--- src/rtl/pc_sequencer.sv ---
// rtl/pc_sequencer.sv - fetch-stage program-counter sequencer with writable branch-target table
module pc_sequencer #(
    parameter int             D        = 12,
    parameter logic [D-1:0]   START_PC = '0
) (
    input  logic         clk,
    input  logic         reset_n,
    input  logic         start,
    input  logic         stall,
    input  logic         halt_req,
    input  logic         branch_en,
    input  logic [2:0]   how_high,
    input  logic         cfg_we,
    input  logic [2:0]   cfg_addr,
    input  logic [D-1:0] cfg_data,
    input  logic         cfg_abs,
    output logic [D-1:0] pc,
    output logic         fetch_valid,
    output logic         busy,
    output logic         done,
    output logic [15:0]  icount
);

    typedef enum logic [1:0] {
        ST_IDLE   = 2'd0,
        ST_RUN    = 2'd1,
        ST_HALTED = 2'd2
    } state_t;

    localparam logic [D-1:0] DEF_MINUS5 = ~D'(4);
    localparam logic [D-1:0] DEF_PLUS20 = D'(20);
    localparam logic [D-1:0] DEF_MINUS1 = '1;

    state_t        state_q, state_d;
    logic [D-1:0]  pc_q, pc_d;
    logic [15:0]   icount_q, icount_d;
    logic [D-1:0]  tgt_q [8];
    logic [D-1:0]  tgt_d [8];
    logic [7:0]    abs_q, abs_d;

    logic [D-1:0]  entry_tgt;
    logic          entry_abs;
    logic [15:0]   icount_inc;

    always_comb begin
        state_d    = state_q;
        pc_d       = pc_q;
        icount_d   = icount_q;
        tgt_d      = tgt_q;
        abs_d      = abs_q;
        // Branch lookup uses the table contents before this cycle's write.
        entry_tgt  = tgt_q[how_high];
        entry_abs  = abs_q[how_high];
        icount_inc = (icount_q == 16'hFFFF) ? icount_q : icount_q + 16'd1;

        case (state_q)
            ST_IDLE, ST_HALTED: begin
                if (start) begin
                    state_d  = ST_RUN;
                    pc_d     = START_PC;
                    icount_d = '0;
                end
            end
            ST_RUN: begin
                if (!stall) begin
                    if (halt_req) begin
                        state_d = ST_HALTED;
                    end else if (branch_en) begin
                        pc_d     = entry_abs ? entry_tgt : pc_q + entry_tgt;
                        icount_d = icount_inc;
                    end else begin
                        pc_d     = pc_q + D'(1);
                        icount_d = icount_inc;
                    end
                end
            end
            default: state_d = ST_IDLE;
        endcase

        if (cfg_we) begin
            tgt_d[cfg_addr] = cfg_data;
            abs_d[cfg_addr] = cfg_abs;
        end
    end

    always_ff @(posedge clk or negedge reset_n) begin
        if (!reset_n) begin
            state_q  <= ST_IDLE;
            pc_q     <= '0;
            icount_q <= '0;
            abs_q    <= '0;
            for (int i = 0; i < 8; i++) begin
                tgt_q[i] <= '0;
            end
            tgt_q[0] <= DEF_MINUS5;
            tgt_q[1] <= DEF_PLUS20;
            tgt_q[2] <= DEF_MINUS1;
        end else begin
            state_q  <= state_d;
            pc_q     <= pc_d;
            icount_q <= icount_d;
            tgt_q    <= tgt_d;
            abs_q    <= abs_d;
        end
    end

    assign pc          = pc_q;
    assign icount      = icount_q;
    assign busy        = (state_q == ST_RUN);
    assign done        = (state_q == ST_HALTED);
    assign fetch_valid = busy & ~stall;

endmodule

--- config.mk ---
export PLATFORM = sky130hd
export DESIGN_NAME = pc_sequencer
export DESIGN_NICKNAME = d
export VERILOG_FILES = /design/src/rtl/pc_sequencer.sv
export SDC_FILE = /design/constraint.sdc
export NUM_CORES = 1
export LEC_CHECK = 0
export BUFFER_PORTS_ARGS = -buffer_cell sky130_fd_sc_hd__buf_2
export CAP_MARGIN = 40
export CORE_ASPECT_RATIO = 1.5
export CORE_UTILIZATION = 60
export DETAILED_ROUTE_END_ITERATION = 8
export PLACE_DENSITY_LB_ADDON = 0.08
export SLEW_MARGIN = 10
export SYNTH_ARGS = -nofsm -noshare
export SYNTH_HDL_FRONTEND = slang
export SYNTH_SLANG_ARGS = --single-unit
--- constraint.sdc ---
create_clock -name clk -period 8.5 [get_ports clk]
set_input_delay 1.7 -clock clk [delete_from_list [all_inputs] [get_ports clk]]
set_output_delay 1.7 -clock clk [all_outputs]
set_load 0.01 [all_outputs]
* Yosys cells after proc, flatten, opt, wreduce, memory -nomap -nowiden *
Index checks and enable logic that the tools add are counted.

word-level totals
  bits of input ports = 26
  bits in read-only memories = 0
  register bits = 134
  output and inout port bits = 31
  memory bits (writable) = 0
  memories = 0
  bits in latches = 0

operators by class
  add/subtract/negate cells = 3
  reductions and logical operators = 8
  divide/modulo/power cells = 0
  shift-type cells = 0
  $lt $le $gt $ge = 6
  bitwise gates (word level) = 4
  eq/ne operators = 8
  multiplexer cells = 26
  multipliers = 0

operators with widths
  kind                   count
  $bwmux 96              1
  $mux 12                8
  $mux 16                4
  $bmux 12 s3            1
  $demux 12 s3           1
  $pmux 16 s2            1
  $pmux 12 s2            1
  $add 16x1->16 const B  1
  $eq 16x16->1 const B   1
  $add 12x1->12 const B  1
  $add 12x12->12         1
  $ne 2x2->1 const B     5
  $bwmux 8               1
  $ge 4x4->1 const B     2
  $lt 3x4->1 const B     2
  $not 3->4              2
  $mux 2                 3
  $reduce_and 5->1       1
  $lt 4x1->1 const B     1
  $pmux 2 s2             1
  $reduce_and 4->1       1
  $bmux 1 s3             1
  $demux 1 s3            1
  $ge 3x1->1 const B     1
  10 further kinds       12

* Longest topological paths before layout *
Gate-level depths: netlist of the first run.

  word-level depth = 10
  gate-level depth with buffers = 13
  gate-level depth less buffers = 11

* Worst setup path after synthesis of the first run *
Ideal clock, no wire load.

  kind = input to register
  start = in how_high[1]
  end = reg pc_q[11], in the netlist pc[11]
  buffers on the path = 3
  cell stages on the path = 13
  arrival time = 4.375 ns
  slack = 4.004 ns
  library setup time = 0.122 ns
  cell sequence = buf_6 -> clkbuf_1 -> mux4_2 -> mux2_2 -> ha_1 -> clkbuf_2 -> nand4_1 -> a211o_1 -> nand4_1 -> nor3b_1 -> mux2i_1 -> nand2_1 -> a32o_1

between the ends
  longest elaborated chain between the ends = 10
  elaborated cells on any way between the ends = 12

ends and longest elaborated chain
  element                                      line  RTL
  from (decl)                                  12    input logic [2:0] how_high,
  $not 3->4 (not written as such)              52    entry_tgt = tgt_q[how_high];
  $bmux 12 s3                                  52
  $mux 12 (not written as such) (2 in series)  52
  $add 12x12->12                               69    pc_d = entry_abs ? entry_tgt : pc_q + entry_tgt;
  $mux 12 *                                    69
  $mux 12 *                                    68    end else if (branch_en) begin
  $mux 12 *                                    66    if (halt_req) begin
  $mux 12 *                                    65    if (!stall) begin
  $pmux 12 s2 *                                56    case (state_q)
  to (signal assigned)                         100   pc_q <= pc_d;
  to (decl)                                    35    logic [D-1:0] pc_q, pc_d;

Every way passes the cells marked *; elsewhere a longest branch is shown, timed or not. The select of a mux whose other input is x is not followed.
A chain may end at the register's enable or synchronous reset.

* Worst setup path in the final report of the first run *
Ends and elaborated chain as after synthesis.

==> run metrics, run 1 <==
met3 WL 560 µm; Finished Layout Cells 760; WL/cell 20.67 µm; Adder-Cell Fraction of Synth Area between 2 and 3%; Routed WL 15,710 µm; Pins Over Slew Limit 0; Synth cell types 54; slowest stage delay, CP 0.60 ns; clock network fraction of total power a little over a third; Reg2Reg Capture Point pc[11]$_DFFE_PN0P_; worst path cell trace buf_2, mux4_2, mux2_2, ha_1, a21o_1, a2111oi_0, nand4_1, nor3b_1, mux2i_1, nand2_1, a32o_1; Setup crit start how_high[1]; cell depth of the worst setup path 11; Area Growth Syn to Fin 17.02%; Initial Utilization 62.25%; first-pass GRT wire length approximately 26,000 µm; Post-CTS Setup Bufs 0; worst skew pair latency 0.42 ns; Synth Area in Simple Gates under 10%; XOR/XNOR Fraction of Synth Area 2.896%; largest family of logic cells by synthesized area multiplexers; Tmin final 4.671 ns; top cells by area, synth dfrtp_1 39%, mux2_2 19%, dfstp_2 9.4%; maximum vdd drop 0.0001724 V; TritonCTS clock tree done; slowest CP cell mux4_2; H-tree Lvls 4; Routed Antenna Nets 0; initial antenna violation count 0; # port buffers 56; complex-gate fraction of the synthesized area 6.080%; Synth top area share 39.22%; Post-synth top cells 117 x mux2_2, 109 x dfrtp_1, 36 x nor2_1, 27 x nand2_1, 26 x mux4_2; Mapped Nets about 580; crit path launch type input pin; CORE AREA 11,170 µm²; dpl cells 727; Comb pwr share between 20% and 30%; cell taking the most area after synthesis dfrtp_1; Overflow after GRT 0; asr flop ratio synth 100.0%; Detail Placement HPWL 10,670 µm; NetSw approximately 0.00070 W; Leak between 3 and 4 nW; Crit path required time just under 9 ns; Final Cell Area 8139 µm²; DRC 0; Post-Syn Instances 536; number of global-route vias before repair between 5,000 and 6,000; run status finished, final reports clean; hold_buf cts 0; Die W 89.91 µm; placer congestion estimate 0.9155; final setup violation count 0; post-synthesis register bit count roughly 130; Tot Pwr 0.002349 W; CP endpoint pc[11]$_DFFE_PN0P_; P per Cell Area approximately 290 nW/µm²; number of I/O pins 57; r2r setup slk about 5.4 ns; sw frac 29.59%; antenna fix cells 0; largest net degree at the start of global routing 69; number of CTS-inserted buffers 17; clock slew at reported path FFs about 0.060 ns; DRT iter0 DRCs 245; sequential power share 38.5%; fmax 0.2141 GHz; FF-to-FF Start tgt_q[20]$_DFFE_PN0P_; final hold violations 0; clock skew roughly 0.0076 ns; CP bufs+invs 1; most numerous cell in the Yosys netlist mux2_2; Yosys warning count 0; clock root cell clkbuf_16; sequential fraction of the synthesis area 48.66%; full die area 12,040 µm²; fraction of layout cells with a size suffix above 1 about 45%; max-cap violations 0; CP Class input pin to flip-flop; met2 wire length around 8300 µm; RSZ-0062 raised after global routing false; Worst Reg-to-Reg Cells 10; ys flop type dfrtp_1; die span in y 133.9 µm; crit end category flip-flop; # rows 47; Tot GR Track Use 28.36%; Final Cycle Share roughly 55%; relative slew slack 49.04%; Slew @ Worst Pin approximately 0.76 ns; CP delay by family, top multiplexers; TritonRoute pass-1 iters 8; Post-Syn Area 6955 µm²; Net count, final 640; deepest clock path buffer count 2; mux contribution to synthesized area 28.26%; clock net sink count 134; Post-DP Area 7445 µm²; Top Layer Used met4; Max FO, Critical Path 26; average size of a mapped cell 12.98 µm²; Internal Power 0.001654 W; post_cts resized 0; WL met1 6541 µm; Fin Setup TNS 0 ns; Post-synth EDFFs 0; Vias/cell between 6 and 7; Hold WC Path Type flip-flop to flip-flop; via count 4,682; CP arrival 4.97 ns
-- through the flow --
stage | util (%) | setup WS (ns) | hold WS (ns)
3_3_place_gp | 65.74 | 3.400 | 0.4818
4_1_cts | 72.67 | 3.776 | 0.5001
5_1_grt | 72.84 | 3.626 | 0.5142
6_report | 72.84 | 3.829 | 0.5018
3_5_place_dp | 66.63 | 3.351 | 0.4871
2_1_floorplan | - | 4.004 | 0.4739
-- cell type report --
cell class / count / area, µm²
Multi-Input combinational cell: 371 / 3427
Clock buffer: 18 / 429.2
Timing Repair Buffer: 68 / 439.2
Fill cell: 740 / 3034
Clock inverter: 14 / 245.2
Inverter: 8 / 30.03
Sequential cell: 134 / 3385
Tap cell: 147 / 183.9
-- layer usage --
metal  vias to the layer above  global-route usage [%]
met1                      2404                   34.68
met3                        26                   5.839
met2                       142                   50.09
met4                         0                   9.946
met5                         -                       0
li1                       2110                       -
-- worst register-to-register path, stage by stage (launching register included) --
cell	delay, ns
dfrtp_1	0.38
mux4_2	0.48
mux2_2	0.32
ha_1	0.37
a21o_1	0.22
a2111oi_0	0.40
nand4_1	0.13
nor3b_1	0.16
mux2i_1	0.15
nand2_1	0.07
a32o_1	0.27
-- worst min-delay path by stage --
stage          slack (ns)                    end  depth (start not counted)                  start
6_report             0.50  tgt_q[35]$_DFFE_PN0P_                          1  tgt_q[35]$_DFFE_PN0P_
5_1_grt              0.51  tgt_q[21]$_DFFE_PN0P_                          1  tgt_q[21]$_DFFE_PN0P_
3_5_place_dp         0.49  tgt_q[35]$_DFFE_PN0P_                          1  tgt_q[35]$_DFFE_PN0P_
3_3_place_gp         0.48  tgt_q[27]$_DFFE_PN0P_                          1  tgt_q[27]$_DFFE_PN0P_
4_1_cts              0.50  tgt_q[35]$_DFFE_PN0P_                          1  tgt_q[35]$_DFFE_PN0P_
2_1_floorplan        0.47   abs_q[5]$_DFFE_PN0P_                          1   abs_q[5]$_DFFE_PN0P_
-- logic make-up (layout without fill, tap and decap cells) --
family | Yosys count | in the layout
AO/OA/AOI/OAI | 66 | 66
flip-flops | 134 | 134
adder cells (fa/ha/maj) | 14 | 14
multiplexers | 148 | 148
AND/OR/NAND/NOR | 120 | 120
XOR/XNOR | 23 | 23
buffers and inverters | 31 | 108
-- registers in the layout, summed over array words and instances (netlist names) --
register	count
abs_q	8
icount	16
pc	12
state_q	2
tgt_q	96
-- power groups by stage --
stage,registers [W],clock network (W),logic [W]
6_report,0.000904,0.000842,0.000603
4_1_cts,0.000903,0.000848,0.000604
3_3_place_gp,0.000901,0,0.000577
5_1_grt,0.000923,0.000872,0.000664
2_1_floorplan,0.000883,0,0.000444
3_5_place_dp,0.000912,0,0.000597
-- cell usage in the layout (no fill, tap or decap), drive strengths merged, types with 4 or more instances in the layout --
cell and instances:
mux2 117, dfrtp 109, buf 68, nor2 37
nand2 27, mux4 26, dfstp 25, o21ai 19
clkbuf 18, a21oi 17, nand3 16, ha 13
xor2 12, xnor2 11, inv 10, and3 7
nor3 7, a21o 6, bufinv 6, nand4 5
mux2i 5, clkinv 5, nand2b 4, nor3b 4
No activity file was read; power rests on OpenSTA's default activity.
==> run 2, diff against run 1 <==
==> constraint.sdc (replaced) <==
create_clock -name clk -period 4.4 [get_ports clk]
set_input_delay 0.88 -clock clk [delete_from_list [all_inputs] [get_ports clk]]
set_output_delay 0.88 -clock clk [all_outputs]
set_load 0.01 [all_outputs]
==> run 2 against run 1 <==
Compared with the run above:
- combinational power up 92%
- largest cell class unchanged
- highest routed layer unchanged
- die area is the same
- sequential power rose by 92%
- critical path depth grew 1
- total power rose by 83%
- setup slack lost 3.1 ns
==> run metrics, run 2 (synthesized netlist as in run 1, its figures left out) <==
Initial Utilization approximately 62%; # rows 47; Hold WC Path Type input pin to asynchronous set/reset pin; Tmin final 3.670 ns; Worst Reg-to-Reg Cells 11; post_cts resized 0; Routed WL 15,470 µm; WL/cell 20.19 µm; Internal Power around 0.0030 W; TritonRoute pass-1 iters 4; first-pass GRT wire length 25,760 µm; Routed Antenna Nets 0; clock skew 0.01343 ns; clock root cell clkbuf_16; Pins Over Slew Limit 0; Reg2Reg Capture Point pc[10]$_DFFE_PN0P_; crit end category flip-flop; CORE AREA 11,170 µm²; number of CTS-inserted buffers 17; worst skew pair latency 0.41 ns; Biggest register tgt_q; final setup violation count 0; CP most frequent cell nand4_1; Net count, final 646; clock slew at reported path FFs 0.06 ns; setup slack after layout approximately 0.73 ns; relative slew slack 52.42%; number of global-route vias before repair 5,036; P per Cell Area 533.6 nW/µm²; Vias/cell 6.137; Fin Setup TNS 0 ns; full die area 12,040 µm²; slowest stage delay, CP 0.52 ns; CP Class input pin to flip-flop; maximum vdd drop 0.0003324 V; Detail Placement HPWL 10,800 µm; Setup crit start how_high[0]; max-cap violations 0; r2r setup slk approximately 1.3 ns; clock network fraction of total power 32.7%; sw frac 29.58%; NetSw 0.001274 W; fraction of layout cells with a size suffix above 1 45.23%; Comb pwr share between 20% and 30%; FF-to-FF Start tgt_q[0]$_DFFE_PN0P_; Slew @ Worst Pin 0.7129 ns; fmax 0.2725 GHz; Post-CTS Setup Bufs 0; final hold violations 0; H-tree Lvls 4; worst path cell trace buf_2, buf_4, mux4_2, mux2_2, ha_1, nand4_1, a211o_1, nand4_1, nor3b_1, mux2i_1, nand2_1, a32o_1; number of I/O pins 57; # port buffers 56; Fillers slightly below 800; Tot Pwr approximately 0.0043 W; RSZ-0062 raised after global routing false; TritonCTS clock tree done; largest net degree at the start of global routing 67; die span in y between 100 and 150 µm; via count 4,701; slowest CP cell mux4_2; Die W 89.91 µm; deepest clock path buffer count 2; CP arrival between 3 and 4 ns; most common cell after layout, fill and taps aside mux2_2; run status finished, final reports clean; Leak roughly 3.5 nW; clock net sink count 134; Overflow after GRT 0; initial antenna violation count 0; placer congestion estimate 0.9136; Max FO, Critical Path 11; max reg flops 96; DRT iter0 DRCs ~170; CP endpoint pc[11]$_DFFE_PN0P_; DRC 0; top library cells by usage in the layout, fill and taps aside 117 x mux2_2, 109 x dfrtp_1, 55 x buf_2; antenna fix cells 0; sequential power share 40.4%; Tot GR Track Use 27.91%; crit path launch type input pin; hold_buf cts 0; Crit path required time about 4.7 ns; Area Growth Syn to Fin 16.03%; pre-CTS setup slack 0.3247 ns; Final Cycle Share 83.40%
[run 2: changes by cell type in the layout (fill, tap and decap cells not counted)]
cell,before,now
clkinv_2,1,3
nor3_2,1,2
clkinv_4,3,1
buf_4,6,14
clkinvlp_4,1,2
clkbuf_1,1,5
inv_6,3,0
bufinv_16,6,3
buf_12,1,0
nor3_4,2,1
buf_8,4,3
clkbuf_8,0,1
[run 2: power by group through the flow]
stage	clock (W)	combinational, W	sequential (W)
final	0.00141	0.00116	0.00174
after global routing	0.00148	0.00127	0.00177
after CTS	0.00143	0.00116	0.00174
after detailed placement	0	0.00115	0.00176
after global placement	0	0.00111	0.00174
after floorplan	0	0.000857	0.00171
[run 2: worst min-delay path by stage]
stage	startpoint	end	slack (ns)	depth (start not counted)
3_3_place_gp	tgt_q[15]$_DFFE_PN0P_	tgt_q[15]$_DFFE_PN0P_	0.48	1
4_1_cts	reset_n	icount[13]$_DFFE_PN0P_	0.28	1
2_1_floorplan	abs_q[5]$_DFFE_PN0P_	abs_q[5]$_DFFE_PN0P_	0.47	1
6_report	reset_n	icount[13]$_DFFE_PN0P_	0.30	1
5_1_grt	reset_n	icount[13]$_DFFE_PN0P_	0.28	1
3_5_place_dp	tgt_q[16]$_DFFE_PN0P_	tgt_q[16]$_DFFE_PN0P_	0.49	1
[run 2: area by class of cell]
cell class | instances | area (µm²) | area share, %
multi-input cells | 371 | 3421 | 42.39
flip-flops and latches | 134 | 3385 | 41.94
repair buffers | 74 | 464.2 | 5.752
clock buffers | 23 | 457.9 | 5.674
well taps | 147 | 183.9 | 2.279
clock inverters | 9 | 128.9 | 1.597
inverters | 8 | 30.03 | 0.3721
[run 2: routing by layer]
metal	wire length [µm]	global-route usage, %	vias up
met5	0	0	-
met4	412	12.63	0
met3	472	5.385	29
met2	8414	49.87	124
met1	6167	32.63	2429
li1	-	-	2119
[run 2: worst max-delay path: cells and delay by family]
family / cells / cell delay (ns)
multiplexers: 3 / 1.03
buffers and inverters: 2 / 0.55
adder cells (fa/ha/maj): 1 / 0.35
AO/OA/AOI/OAI: 2 / 0.58
AND/OR/NAND/NOR: 4 / 0.56
[run 2: stage by stage]
| step | cells | cell area (µm²) | hold WS, ns | utilization, % |
|---|---|---|---|---|
| 6_report | 766 | 8070 | 0.2954 | 72.23 |
| 5_1_grt | 766 | 8070 | 0.2821 | 72.23 |
| 4_1_cts | 766 | 8070 | 0.2818 | 72.23 |
| 3_5_place_dp | 734 | 7483 | 0.4869 | 66.98 |
| 3_3_place_gp | 729 | 7400 | 0.4823 | 66.23 |
| 2_1_floorplan | 536 | 6955 | 0.4739 | - |
